$ cat src/rtl/key_watchdog_ctrl.sv
// key_watchdog_ctrl
//   Licence watchdog. The board MCU shifts a key in over a slow serial link
//   (sclk/sdat/en). When the low KEY_BITS of the shift register match the
//   device ID, the timeout window is refreshed. Each full window without a
//   match raises a wd_reset pulse and counts one strike. After MAX_STRIKES
//   consecutive strikes, wd_reset is held high until rst.
//
// Ports
//   clk        in   system clock, all logic
//   rst        in   synchronous active-high reset
//   dna        in   device ID, stable once dna_valid=1
//   dna_valid  in   device ID readout complete
//   en         in   key shift enable (asynchronous)
//   sclk       in   key serial clock (asynchronous)
//   sdat       in   key serial data (asynchronous)
//   key_ok     out  registered compare result
//   wd_reset   out  reset request, pulse per strike or level when locked
//   strikes    out  consecutive strike count, saturating
//   locked     out  lockout indicator

module key_watchdog_ctrl #(
    parameter int KEY_BITS       = 57,
    parameter int SHIFT_BITS     = 64,
    parameter int TIMEOUT_CYCLES = 50000000,
    parameter int PULSE_CYCLES   = 16,
    parameter int MAX_STRIKES    = 3
) (
    input  logic                               clk,
    input  logic                               rst,
    input  logic [KEY_BITS-1:0]                dna,
    input  logic                               dna_valid,
    input  logic                               en,
    input  logic                               sclk,
    input  logic                               sdat,
    output logic                               key_ok,
    output logic                               wd_reset,
    output logic [$clog2(MAX_STRIKES+2)-1:0]   strikes,
    output logic                               locked
);

    // state   | meaning
    // S_WAIT  | device ID not yet valid; timer idle
    // S_RUN   | counting the timeout window, refreshed by key_ok
    // S_PULSE | wd_reset pulse for one strike
    // S_LOCK  | strike limit reached; wd_reset held until rst

    localparam int SW = $clog2(MAX_STRIKES + 2);
    localparam int TW = $clog2(TIMEOUT_CYCLES);
    localparam int PW = $clog2(PULSE_CYCLES + 1);

    localparam logic [TW-1:0] T_LAST = TW'(TIMEOUT_CYCLES - 1);
    localparam logic [TW-1:0] T_ONE  = TW'(1);
    localparam logic [PW-1:0] P_LAST = PW'(PULSE_CYCLES - 1);
    localparam logic [PW-1:0] P_ONE  = PW'(1);
    localparam logic [SW-1:0] S_ONE  = SW'(1);
    localparam logic [SW-1:0] S_SAT  = {SW{1'b1}};
    localparam logic [SW-1:0] S_MAX  = SW'(MAX_STRIKES);

    typedef enum logic [1:0] {
        S_WAIT  = 2'd0,
        S_RUN   = 2'd1,
        S_PULSE = 2'd2,
        S_LOCK  = 2'd3
    } state_t;

    state_t              state;
    logic [TW-1:0]       timer;
    logic [PW-1:0]       pulse_cnt;

    logic [1:0]          en_sync;
    logic [1:0]          sclk_sync;
    logic [1:0]          sdat_sync;
    logic                sclk_prev;
    logic                sclk_rise;
    logic [SHIFT_BITS-1:0] sr;
    logic [SW-1:0]       strikes_inc;

    // The oldest shift bit only ages out of the register; it never reaches
    // the compare.
    logic                unused_sr_msb;
    assign unused_sr_msb = sr[SHIFT_BITS-1];

    assign sclk_rise = sclk_sync[1] & ~sclk_prev;

    // Saturating increment of the strike counter.
    assign strikes_inc = (strikes == S_SAT) ? strikes : (strikes + S_ONE);

    // Serial key capture and compare. dna/dna_valid come from the on-chip
    // ID reader in this clock domain, so they are used directly.
    always_ff @(posedge clk) begin
        if (rst) begin
            en_sync   <= '0;
            sclk_sync <= '0;
            sdat_sync <= '0;
            sclk_prev <= 1'b0;
            sr        <= '0;
            key_ok    <= 1'b0;
        end else begin
            en_sync   <= {en_sync[0], en};
            sclk_sync <= {sclk_sync[0], sclk};
            sdat_sync <= {sdat_sync[0], sdat};
            sclk_prev <= sclk_sync[1];
            if (sclk_rise && en_sync[1]) begin
                sr <= {sr[SHIFT_BITS-2:0], sdat_sync[1]};
            end
            key_ok <= dna_valid && (sr[KEY_BITS-1:0] == dna);
        end
    end

    // Watchdog FSM with registered outputs. wd_reset and locked are
    // assigned alongside every state transition so they track the state
    // register exactly.
    always_ff @(posedge clk) begin
        if (rst) begin
            state     <= S_WAIT;
            timer     <= '0;
            pulse_cnt <= '0;
            strikes   <= '0;
            wd_reset  <= 1'b0;
            locked    <= 1'b0;
        end else begin
            case (state)
                S_WAIT: begin
                    timer    <= '0;
                    wd_reset <= 1'b0;
                    locked   <= 1'b0;
                    if (dna_valid) begin
                        state <= S_RUN;
                    end
                end

                S_RUN: begin
                    wd_reset <= 1'b0;
                    locked   <= 1'b0;
                    if (!dna_valid) begin
                        state <= S_WAIT;
                        timer <= '0;
                    end else if (key_ok) begin
                        // A match on the timeout cycle itself still wins.
                        timer   <= '0;
                        strikes <= '0;
                    end else if (timer == T_LAST) begin
                        timer     <= '0;
                        strikes   <= strikes_inc;
                        pulse_cnt <= '0;
                        state     <= S_PULSE;
                        wd_reset  <= 1'b1;
                    end else begin
                        timer <= timer + T_ONE;
                    end
                end

                S_PULSE: begin
                    // key_ok and dna_valid are deliberately ignored here.
                    if (pulse_cnt == P_LAST) begin
                        pulse_cnt <= '0;
                        if ((MAX_STRIKES != 0) && (strikes >= S_MAX)) begin
                            state    <= S_LOCK;
                            wd_reset <= 1'b1;
                            locked   <= 1'b1;
                        end else begin
                            state    <= S_RUN;
                            timer    <= '0;
                            wd_reset <= 1'b0;
                        end
                    end else begin
                        pulse_cnt <= pulse_cnt + P_ONE;
                        wd_reset  <= 1'b1;
                    end
                end

                S_LOCK: begin
                    wd_reset <= 1'b1;
                    locked   <= 1'b1;
                end

                default: begin
                    state    <= S_WAIT;
                    timer    <= '0;
                    wd_reset <= 1'b0;
                    locked   <= 1'b0;
                end
            endcase
        end
    end

endmodule

$ cat config.mk
export PLATFORM = sky130hd
export DESIGN_NAME = key_watchdog_ctrl
export DESIGN_NICKNAME = d
export VERILOG_FILES = /design/src/rtl/key_watchdog_ctrl.sv
export SDC_FILE = /design/constraint.sdc
export NUM_CORES = 1
export LEC_CHECK = 0
export ABC_CLOCK_PERIOD_IN_PS = 2500
export CORE_MARGIN = 1
export CORE_UTILIZATION = 49
export CTS_CLUSTER_SIZE = 24
export DETAILED_ROUTE_END_ITERATION = 8
export PLACE_DENSITY = 0.74
export RECOVER_POWER = 100
export REMOVE_ABC_BUFFERS = 1
export SYNTH_ARGS = -nofsm -noshare
export SYNTH_HDL_FRONTEND = slang
export SYNTH_SLANG_ARGS = --single-unit
$ cat constraint.sdc
create_clock -name clk -period 2.5 [get_ports clk]
set_input_delay 0.75 -clock clk [delete_from_list [all_inputs] [get_ports clk]]
set_output_delay 0.75 -clock clk [all_outputs]
set_load 0.05 [all_outputs]
[Word-level counts from Yosys, hierarchy flattened]
Index checks and enable logic that the tools add are counted.
Widths: inputs -> output; s select.
Storage, ports and cells
  register bits after elaboration: 103
  input bits: 63
  output and inout port bits: 6
  logic and storage cells: 77
Operators by class
  $add $sub $neg: 3
  order comparisons: 1
  eq/ne operators: 17
  muxes and demuxes: 30
  bitwise logic cells: 2
  reduce and logical (&&, ||, !) cells: 12
Operators by type and width (number)
  $mux 26: 5
  $pmux 26 s3: 1
  $eq 57x57->1: 1
  $add 26x1->26 const B: 1
  $eq 26x26->1 const B: 1
  $mux 5: 4
  $ne 2x2->1 const B: 8
  $mux 2: 6
  $pmux 5 s2: 1
  $mux 3: 3
  $reduce_and 4->1: 2
  $mux 1: 7
  $ne 3x3->1 const B: 2
  $pmux 2 s3: 1
  $add 5x1->5 const B: 1
  $eq 5x4->1 const B: 1
  $reduce_and 5->1: 1
  $eq 2x2->1 const B: 2
  $pmux 1 s4: 1
  $reduce_bool 2->1: 2
  $add 3x1->3 const B: 1
  $eq 3x3->1 const B: 1
  $ge 3x2->1 const B: 1
  $pmux 1 s3: 1
  9 further kinds: 10

[Longest topological paths before layout]
  depth after elaboration: 5
  mapped depth: 9
  mapped depth without buffers: 7

[Least setup slack after synthesis]
OpenSTA, ideal clock, no wires.
  path kind: register -> register
  start point: register strikes[0]
  end point: register timer[22]
  library setup time: 0.070 ns
  arrival time: 2.714 ns
  required time: 2.430 ns
  slack: -0.284 ns
  stages on the path, launching flop included: 9
  path buffers: 1
  clock period less this slack: 2.784 ns
  cell sequence: dfxtp_1 ha_1 ha_1 a211o_1 o31a_1 buf_2 or4_4 or4_1 a21oi_1
On the way
  word-level cells in the longest chain between the ends: 3
Ends and longest elaborated chain
  start: declaration: line 37  | output logic [$clog2(MAX_STRIKES+2)-1:0] strikes,
  start signal: assignment: line 144  | strikes <= strikes_inc;
  $ge 3x2->1: line 157  | if ((MAX_STRIKES != 0) && (strikes >= S_MAX)) begin
  $ne 2x2->1 (no source line)
  $reduce_and 3->1 (no source line)
  end signal: assignment: line 149  | timer <= timer + T_ONE;
  end: declaration: line 67  | logic [TW-1:0] timer;
No other way between the ends.
A chain may end at the register's enable or synchronous reset.

[Worst setup path after layout]
  start point: register strikes[0]
  end point: register timer[18]
Same word-level chain as after synthesis.

==> impl_metrics.tcl <==
set metrics [dict create \
    status "finished, violations left" \
    violations "capacitance limit, setup timing" \
    postRouteAntennaNets 0 \
    leakagePower_nw 1.89 \
    cp_max_fo 5 \
    area_growth_pct 25.4 \
    critPathLaunchType "register" \
    die-width_um 101 \
    die_area_um2 10200 \
    netlist.area_leader.share_pct 42.9 \
    initial_core_util_pct 51.3 \
    clkTransAtPathRegs_ps 110 \
    ff2ff_path_depth 7 \
    finalHoldWorstSlack_ps 440 \
    fin_area_um2 6020 \
    drive_above_1_share_pct 9.13 \
    placed_area_um2 5710 \
    ctsRootBufferMaster "clkbuf_8" \
    critPathRequiredTime_ps 2800 \
    fin_nets 747 \
    cts_max_level 3 \
    synthTopCellsByArea "dfxtp_1, xnor2_1, nand2_1" \
    ys_ff_latch 103 \
    synth.avg_cell_area_um2 8.01 \
    synth_top_area_cell "dfxtp_1" \
    grt_pass1_wl_um 18700 \
    grt_overflow 0 \
    path_buf_inv 0 \
    insertion_delay_ps 370 \
    min_from "sdat_sync[1]" \
    setup_violations 2 \
    hold_viol_final 0 \
    wl_per_cell_um 14.6 \
    yosys_warnings 0 \
    netlist_instances 600 \
    min_path_cells 2 \
    cp_slowest_stage_delay_ps 530 \
    gp_congestion 0.942 \
    syn_area_um2 4800 \
    tritoncts "yes" \
    crit_type "register to register" \
    dp_hpwl_um 8410 \
    drv_slew 0 \
    critPathTopFamily "simple AND/OR/NAND/NOR gates" \
    rsz0062_at_grt "yes" \
    cts-buffers-inserted 9 \
    r2r-start "strikes[0]" \
    antenna_found_initial 0 \
    first_global_vias 3932 \
    io_pins 69 \
    fin_crit_sh_pct 101 \
    skew_ps 12.1 \
    total_power_mw 3.04 \
    slew_headroom_pct 1.29 \
    end_kind "register" \
    drt_iter0_drc 233 \
    core-area_um2 9370 \
    seq_area_frac_synth_pct 42.9 \
    critPathLaunch "strikes[0]" \
    p_per_area_nw_per_um2 504 \
    die_y_um 101 \
    crit_slowest_cell "or4_4" \
    cap_viol_max_count 1 \
    cp.depth 7 \
    place.port_buffers 68 \
    core.rowCount 35 \
    hold_path.class "register to register" \
    setup_ws_ps -28.2 \
    routed_via_density 5.40 \
    ir_worst_vdd_mv 0.322 \
    cp.arrival_ps 2830 \
    fmax_ghz 0.396 \
    diodes 0 \
    vias 4365 \
    worst_pin_slew_ps 1480 \
    place_worst_setup_slack_ps -55.1 \
    first_pass_iters 5 \
    grt_max_degree 75 \
    drt_wl_total_um 11800 \
    cts_buffer_depth 2 \
    route.detailed.drc 0 \
    clock-sinks 103 \
    grt_usage_pct 23.5 \
    fin_crit_ps 2530 \
    synth_cell_types 44 \
    crit_chain "ha_4 -> ha_4 -> a211o_1 -> o31a_1 -> or4_4 -> or4_4 -> a21oi_2" \
]
-- per-layer routing --
metal / wire length [µm] / share of wire, % / GRT usage [%] / up-vias
met5: 0 / 0 / 0 / -
met4: 162 / 1.4 / 8.47 / 0
met2: 5780 / 49 / 39.7 / 127
met3: 606 / 5.1 / 4.65 / 17
met1: 5240 / 44 / 29.7 / 2026
li1: - / - / - / 2195
-- Yosys cell counts, drive strengths merged --
master	count
nor2	30
a21oi	74
nand2b	3
nor4b	1
or4	9
o21ai	12
nand4	20
nand3b	1
or4b	1
mux2i	1
and3	3
o311ai	1
nor3b	3
nor3	11
nor4	9
or2	2
and4	2
a221oi	2
or3	7
a2111oi	1
ha	10
a211o	2
o31a	1
or4bb	1
xor2	2
inv	19
or3b	1
o221ai	2
clkbuf	22
dfxtp	103
o22ai	3
buf	8
nand3	17
nand2	133
nor2b	10
a222oi	1
a31oi	3
o2bb2ai	3
o31ai	4
xnor2	61
a211oi	1
-- worst register-to-register path, stage by stage, from the launching register on --
cell and delay [ps]:
dfxtp_4 370, ha_4 170, ha_4 150, a211o_1 310, o31a_1 360, or4_4 530
or4_4 440, a21oi_2 140
-- report_power, final --
part           internal [mW]  switching (mW)
Sequential              1.65         0.00853
Clock                  0.505           0.610
Combinational          0.145           0.118
-- repair_timing --
item	in CTS	in global routing
pin swaps	0	8
cloned	0	0
endpoints found under the hold margin	0	0
buffers inserted	0	2
hold buffers	0	0
gates resized for setup	3	19
endpoints found under the setup margin	1	6
-- metrics by stage --
stage,cells,TNS [ps],util (%)
5_1_grt,808,-238,64.3
4_1_cts,806,0,63.3
3_3_place_gp,790,-16.8,60.9
3_5_place_dp,790,-55.1,60.9
2_1_floorplan,570,-14700,-
6_report,808,-46.7,64.3
-- sequential cells by signal (all words and copies together) (netlist names), 2 cells and up --
register	flops
timer	26
pulse_cnt	5
sr	57
strikes	3
sclk_sync	2
sdat_sync	2
state	2
en_sync	2
-- cell families after synthesis --
family | share of synthesized area [%]
muxes | 0.208
buffers and inverters | 3.91
adders and majority gates | 2.60
and+or+nand+nor | 26.0
AOI/OAI and AO/OA | 12.9
xor gates and xnor gates | 11.5
DFF | 42.9
-- cell type report --
type / instances / area [µm²]
Fill cell: 825 / 3350
Multi-Input combinational cell: 448 / 2650
Sequential cell: 103 / 2070
Timing Repair Buffer: 93 / 863
Tap cell: 129 / 161
Clock buffer: 10 / 138
Clock inverter: 6 / 72.6
Inverter: 19 / 71.3
-- placed cells by master (no fill, tap or decap), drive strengths merged, types with 11 or more instances in the layout --
cell type / count
dfxtp: 103
clkbuf: 12
clkdlybuf4s50: 67
nand3: 17
inv: 23
nor3: 11
a21oi: 74
nor2: 30
buf: 24
o21ai: 12
nand4: 20
xnor2: 61
nand2: 133
-- final timing paths --
kind,to,slack (ps)
setup / recovery,timer[18],-30
hold / removal,sr[0],440
setup reg to reg,timer[18],-30
hold reg to reg,sr[0],440
Note: power is estimated with default switching activity, not from simulation.
